===== src/rtl/scan_mux_if.sv =====
// scan_mux_if: switch/select/mode inputs and LED/channel outputs of scan_mux
// Signals: i_inputs[N_CH] switches, i_select[SEL_W] manual channel, i_mode 0=manual 1=scan,
//          o_led0 selected switch, o_cur_ch[SEL_W] active channel, o_ch_step channel-change pulse
// Modports: master drives the inputs (board/bench), slave is the mux
interface scan_mux_if #(
  parameter int N_CH  = 4,
  parameter int SEL_W = 2
);
  logic [N_CH-1:0]  i_inputs;
  logic [SEL_W-1:0] i_select;
  logic             i_mode;
  logic             o_led0;
  logic [SEL_W-1:0] o_cur_ch;
  logic             o_ch_step;
  modport master (output i_inputs, i_select, i_mode, input o_led0, o_cur_ch, o_ch_step);
  modport slave (input i_inputs, i_select, i_mode, output o_led0, o_cur_ch, o_ch_step);
endinterface


===== src/rtl/scan_mux.sv =====
// scan_mux: N:1 switch-to-LED selector with synchronisers, manual select or round-robin scan
// Ports: clk, rst (sync active-high), bus (scan_mux_if.slave: i_inputs/i_select/i_mode in,
//        o_led0/o_cur_ch/o_ch_step out)
// Option: define SCAN_MUX_DEBOUNCE_EN to debounce synced inputs and select over DB_CYCLES cycles
module scan_mux #(
  parameter int N_CH        = 4,
  parameter int SEL_W       = 2,
  parameter int SYNC_STAGES = 2,
  parameter int DWELL       = 100000000,
  parameter int DB_CYCLES   = 4
) (
  input logic clk,
  input logic rst,
  scan_mux_if.slave bus
);
  localparam int CNT_W = DWELL > 1 ? $clog2(DWELL) : 1;
  localparam int DB_N  = N_CH + SEL_W;
  if (N_CH < 2 || N_CH > 32 || (1 << SEL_W) < N_CH || SYNC_STAGES < 2 || DWELL < 1 || DB_CYCLES < 1) begin : g_bad
    $error("scan_mux: parameter out of range");
  end
  logic [SYNC_STAGES-1:0][N_CH-1:0]  r_in_sync;
  logic [SYNC_STAGES-1:0][SEL_W-1:0] r_sel_sync;
  logic [SYNC_STAGES-1:0]            r_mode_sync;
  always_ff @(posedge clk) begin
    if (rst) begin
      r_in_sync   <= '0;
      r_sel_sync  <= '0;
      r_mode_sync <= '0;
    end else begin
      r_in_sync   <= {r_in_sync[SYNC_STAGES-2:0], bus.i_inputs};
      r_sel_sync  <= {r_sel_sync[SYNC_STAGES-2:0], bus.i_select};
      r_mode_sync <= {r_mode_sync[SYNC_STAGES-2:0], bus.i_mode};
    end
  end
  logic [DB_N-1:0]  w_raw, w_clean;
  logic [N_CH-1:0]  w_in;
  logic [SEL_W-1:0] w_sel;
  logic             w_mode;
  assign w_raw  = {r_sel_sync[SYNC_STAGES-1], r_in_sync[SYNC_STAGES-1]};
  assign w_mode = r_mode_sync[SYNC_STAGES-1];
`ifdef SCAN_MUX_DEBOUNCE_EN
  localparam int DB_W = $clog2(DB_CYCLES + 1);
  logic [DB_N-1:0]            r_db;
  logic [DB_N-1:0][DB_W-1:0]  r_db_cnt;
  // A bit commits only after DB_CYCLES consecutive cycles differing from the debounced value;
  // returning to the debounced value restarts the count.
  always_ff @(posedge clk) begin
    if (rst) begin
      r_db     <= '0;
      r_db_cnt <= '0;
    end else begin
      for (int i = 0; i < DB_N; i++) begin
        if (w_raw[i] == r_db[i]) begin
          r_db_cnt[i] <= '0;
        end else if (r_db_cnt[i] == DB_W'(DB_CYCLES - 1)) begin
          r_db[i]     <= w_raw[i];
          r_db_cnt[i] <= '0;
        end else begin
          r_db_cnt[i] <= r_db_cnt[i] + DB_W'(1);
        end
      end
    end
  end
  assign w_clean = r_db;
`else
  assign w_clean = w_raw;
`endif
  assign w_in  = w_clean[N_CH-1:0];
  assign w_sel = w_clean[DB_N-1:N_CH];
  logic [CNT_W-1:0] r_cnt;
  logic [SEL_W-1:0] r_cur, w_next;
  logic             r_led, r_step, w_wrap, w_sel_ok;
  // Counter sits at 0 while manual, so entering scan restarts a full dwell on the current channel.
  assign w_wrap   = r_cnt == CNT_W'(DWELL - 1);
  assign w_sel_ok = 32'(w_sel) < 32'(N_CH);
  assign w_next   = w_mode ? (w_wrap ? (r_cur == SEL_W'(N_CH - 1) ? '0 : r_cur + SEL_W'(1)) : r_cur)
                           : (w_sel_ok ? w_sel : r_cur);
  always_ff @(posedge clk) begin
    if (rst) begin
      r_cnt  <= '0;
      r_cur  <= '0;
      r_step <= 1'b0;
      r_led  <= 1'b0;
    end else begin
      r_cnt  <= (!w_mode || w_wrap) ? '0 : r_cnt + CNT_W'(1);
      r_cur  <= w_next;
      r_step <= w_next != r_cur;
      r_led  <= w_in[r_cur];
    end
  end
  assign bus.o_led0    = r_led;
  assign bus.o_cur_ch  = r_cur;
  assign bus.o_ch_step = r_step;
endmodule


===== src/flat_wrapper.sv =====
// flat-port wrapper written by rule: the top's interface ports become plain ports
module scan_mux_flat 
#(
  parameter int N_CH        = 4,
  parameter int SEL_W       = 2,
  parameter int SYNC_STAGES = 2,
  parameter int DWELL       = 100000000,
  parameter int DB_CYCLES   = 4
)
  (clk, rst, bus_i_inputs, bus_i_select, bus_i_mode, bus_o_led0, bus_o_cur_ch, bus_o_ch_step);
  scan_mux_if #(.N_CH(N_CH), .SEL_W(SEL_W)) bus_i ();
  input logic clk;
  input logic rst;
  input wire logic [$bits(bus_i.i_inputs)-1:0] bus_i_inputs;
  input wire logic [$bits(bus_i.i_select)-1:0] bus_i_select;
  input wire logic [$bits(bus_i.i_mode)-1:0] bus_i_mode;
  output wire logic [$bits(bus_i.o_led0)-1:0] bus_o_led0;
  output wire logic [$bits(bus_i.o_cur_ch)-1:0] bus_o_cur_ch;
  output wire logic [$bits(bus_i.o_ch_step)-1:0] bus_o_ch_step;
  assign bus_i.i_inputs = bus_i_inputs;
  assign bus_i.i_select = bus_i_select;
  assign bus_i.i_mode = bus_i_mode;
  assign bus_o_led0 = bus_i.o_led0;
  assign bus_o_cur_ch = bus_i.o_cur_ch;
  assign bus_o_ch_step = bus_i.o_ch_step;
  scan_mux #(.N_CH(N_CH), .SEL_W(SEL_W), .SYNC_STAGES(SYNC_STAGES), .DWELL(DWELL), .DB_CYCLES(DB_CYCLES)) u_core (.clk(clk), .rst(rst), .bus(bus_i));
endmodule

===== config.mk =====
export PLATFORM = sky130hd
export DESIGN_NAME = scan_mux_flat
export DESIGN_NICKNAME = d
export VERILOG_FILES = /design/src/rtl/scan_mux_if.sv /design/src/rtl/scan_mux.sv /design/src/flat_wrapper.sv
export SDC_FILE = /design/constraint.sdc
export NUM_CORES = 1
export LEC_CHECK = 0
export BUFFER_PORTS_ARGS = -buffer_cell sky130_fd_sc_hd__clkbuf_2
export CAP_MARGIN = 5
export CORE_MARGIN = 2
export CORE_UTILIZATION = 55
export CTS_BUF_LIST = sky130_fd_sc_hd__clkbuf_8 sky130_fd_sc_hd__clkbuf_16
export CTS_CLUSTER_DIAMETER = 120
export DETAILED_ROUTE_END_ITERATION = 10
export MAX_ROUTING_LAYER = met4
export PLACE_DENSITY = 0.74
export SLEW_MARGIN = 25
export SYNTH_ARGS = -nofsm -noshare
export SYNTH_HDL_FRONTEND = slang
export SYNTH_SLANG_ARGS = --single-unit

===== constraint.sdc =====
create_clock -name clk -period 3.8 [get_ports clk]
set_clock_uncertainty 0.1 [all_clocks]
set_input_delay 0.38 -clock clk [delete_from_list [all_inputs] [get_ports clk]]
set_output_delay 0.38 -clock clk [all_outputs]
set_load 0.05 [all_outputs]

==> summary.md <==
| Metric | Value |
|---|---|
| Sw Pwr | `0.176 mW` |
| Layout cells sized above 1 | `13.5%` |
| CP required | `3.89 ns` |
| Worst hold path type | `in2reg` |
| Max rail drop VDD | `0.000325 V` |
| Commonest cells post-synth | `dfxtp_1, nor2_1, nor2b_1, xor2_1, nand4_1` |
| HPWL after DPL | `2.75 mm` |
| Top-count cell post-synth | `dfxtp_1` |
| Clock root cell | `clkbuf_8` |
| Final wirelength | `3.80 mm` |
| P_int | `0.685 mW` |
| Mean Syn Cell Area | `9.51 µm²` |
| Status | `completed` |
| Min Tclk post-route | `2.72 ns` |
| YS warnings | `0` |
| CTS max path bufs | `2` |
| CP Depth | `6` |
| Sw Ratio | `20.4%` |
| First-pass GRT wire length | `6.56 mm` |
| Clock buffer count from CTS | `5` |
| Reg power frac | `56.4%` |
| Crit path capture | `u_core.r_cnt[15]$_SDFF_PP0_` |
| Postcts setup bufs | `0` |
| CP Capture Type | `register` |
| Average wire per standard cell | `14.6 µm` |
| Top cell type's share of synthesized area | `47.2%` |
| Logic pwr share | `3.9%` |
| # fillers | `285` |
| CTS tree | `done` |
| Antenna cell count | `0` |
| IO buf count | `12` |
| DP Cell Count | `254` |
| Crit path cell chain | `ha_1, nand4_1, or4_1, o211ai_2, buf_4, nor2_1` |
| Core Region | `3340 µm²` |
| 1st-pass router iterations | `4` |
| Worst Path Arrival | `2.81 ns` |
| Critical Path Start | `u_core.r_cnt[0]$_SDFF_PP0_` |
| Total GRT Usage | `21.8%` |
| Clock network latency to the later pin of the worst-skew pair | `0.30 ns` |
| Synth area leaders | `dfxtp_1, xor2_1, nor2b_1` |
| Clock Pin Slew Worst Setup and Hold Paths | `0.08 ns` |
| Post-Synthesis Cell Area | `1910 µm²` |
| RSZ-0062 raised after global routing | `no` |
| Final non-filler cell total | `261` |
| Worst R2R Start | `u_core.r_cnt[0]$_SDFF_PP0_` |
| Fin util | `63.0%` |
| Clock power share | `39.7%` |
| Endpoints failing hold | `0` |
| Sinks on Clock Net | `45` |
| Sequential cell area | `901 µm²` |
| CP peak stage delay | `0.71 ns` |
| Initial core utilization | `57.3%` |
| CTS HTree Levels | `2` |
| RePlAce Congestion | `0.863` |
| Max-Cap Viols | `0` |
| CP max FO | `19` |
| Synthesized flop and latch total | `45` |
| Fin. max-slew vios | `0` |
| Tcrit/Tclk final | `71.7%` |
| Max-slew headroom | `43.3%` |
| Largest net degree at the start of global routing | `20` |
| Fin area | `2100 µm²` |
| FF-to-FF path depth | `6` |
| Die area | `3960 µm²` |
| Yosys top cell by area | `dfxtp_1` |
| ANT nets after route | `0` |
| Boundary pin count | `13` |
| Endpoints failing setup | `0` |
| Synth Instances | `201` |
| Startpoint Class | `register` |
| Drt drc | `0` |
| Leakage | `0.702 nW` |
| Peak Freq | `367 MHz` |
| Initial antenna violation count | `0` |
| Crit path max-delay family | `simple AND/OR/NAND/NOR gates` |
| R2R Path End | `u_core.r_cnt[15]$_SDFF_PP0_` |
| Slowest-stage cell, CP | `o211ai_2` |
| Share of synthesized registers carrying an async set or reset | `0%` |
| Reg2Reg Setup Slack | `1.08 ns` |
| Synth unique cells | `36` |
| Via count | `1554` |
| WP buf/inv | `1` |
| Pwr Density | `409 nW/µm²` |
| # resized after CTS | `0` |
| Multi-input gate area | `961 µm²` |
| CTS Hold Buffers Added | `0` |
| Synth Net Count | `212` |
| Fin nets | `226` |
| Post-synth EDFFs | `0` |
| Initial DRC count | `117` |
| Area Growth Syn to Fin | `10.0%` |
| Worst setup path category | `reg2reg` |
| DIE HEIGHT | `62.9 µm` |
| Setup TNS | `0 ns` |
| Actual slew at the worst max-slew pin | `0.848 ns` |
| Chip width | `62.9 µm` |
| Row cnt | `21` |
| Vias in the first global route | `1435` |
| Grt ovf | `0` |
| Vias/cell | `5.95` |
| Seq/Total Area, Yosys | `47.2%` |
| Placed inst area | `2000 µm²` |
| Main synth FF type | `dfxtp_1` |
[power by group through the flow]
stage	logic (mW)	registers, mW	clock network [mW]
2_1_floorplan	0.0165	0.503	0
3_3_place_gp	0.0326	0.497	0
3_5_place_dp	0.0335	0.497	0
4_1_cts	0.0337	0.486	0.347
5_1_grt	0.0364	0.487	0.369
6_report	0.0333	0.486	0.342
[state kept, by name (all words and copies together) (netlist names)]
signal,cells
u_core.w_sel,2
u_core.r_in_sync,4
u_core.bus.o_led0,1
u_core.r_cnt,27
u_core.bus.o_ch_step,1
u_core.w_in,4
u_core.r_mode_sync,2
u_core.r_sel_sync,2
u_core.bus.o_cur_ch,2
[final cells by class]
| type | count | share of cell area, % |
|---|---|---|
| Multi-Input combinational cell | 147 | 45.7 |
| Clock inverter | 2 | 1.67 |
| Clock buffer | 5 | 3.27 |
| Sequential cell | 45 | 42.9 |
| Timing Repair Buffer | 13 | 3.21 |
| Tap cell | 46 | 2.74 |
| Inverter | 3 | 0.536 |
[through the flow]
step           setup slack [ns]  total power, mW  hold WS [ns]
6_report                   1.08            0.861         0.188
5_1_grt                   0.890            0.892         0.199
4_1_cts                    1.10            0.867         0.186
3_5_place_dp               1.14            0.531         0.333
3_3_place_gp               1.24            0.529         0.318
2_1_floorplan              1.75            0.520         0.314
[metal layers]
layer / wire [µm] / up-vias / track usage, %
met5: 0 / - / -
met4: 87 / 0 / 10.0
met3: 184 / 8 / 6.13
met2: 1810 / 36 / 31.6
met1: 1720 / 752 / 28.2
li1: - / 758 / -
[cells in the final DEF, fill, tap and decap left out, types with 2 or more instances in the layout]
cell type,synthesis,final
xor2_1,11,11
o21ai_0,8,8
ha_1,2,2
o21ba_2,2,2
nor2_1,17,17
clkbuf_8,0,5
a21oi_1,9,9
nor4bb_1,2,2
clkbuf_2,0,12
or4_4,2,2
inv_1,3,3
o31ai_1,4,4
or4_1,7,7
dfxtp_1,45,45
o21a_1,3,3
nor4_1,2,2
or3_1,6,6
nand3_1,9,9
and4_1,4,4
a311oi_1,2,2
xnor2_1,4,4
nand4_1,10,10
nor3_1,3,3
and2_1,3,3
and3_1,6,6
nor2b_1,14,14
nand2_1,9,9
[worst min-delay path by stage]
stage | start | end | slack [ns] | cells past startpoint
final | bus_i_inputs[0] | u_core.r_in_sync[0]$_SDFF_PP0_ | 0.19 | 2
after detailed placement | u_core.r_sel_sync[1]$_SDFF_PP0_ | u_core.w_sel[1]$_SDFF_PP0_ | 0.33 | 1
after global placement | u_core.r_in_sync[0]$_SDFF_PP0_ | u_core.w_in[0]$_SDFF_PP0_ | 0.32 | 1
after global routing | bus_i_mode | u_core.r_mode_sync[0]$_SDFF_PP0_ | 0.20 | 2
after floorplan | u_core.r_mode_sync[0]$_SDFF_PP0_ | u_core.r_mode_sync[1]$_SDFF_PP0_ | 0.31 | 1
after CTS | bus_i_inputs[0] | u_core.r_in_sync[0]$_SDFF_PP0_ | 0.19 | 2
[cell families (layout without fill, tap and decap cells)]
family / Yosys count / in the layout / share of synthesized area (%)
simple gates: 97 / 97 / 29.7
flops: 45 / 45 / 47.2
compound gates: 31 / 31 / 10.7
xor+xnor: 15 / 15 / 6.88
buf+inv: 9 / 23 / 2.55
fa+ha+maj: 2 / 2 / 1.31
mux: 2 / 2 / 1.70
Note: power is estimated with default switching activity, not from simulation.
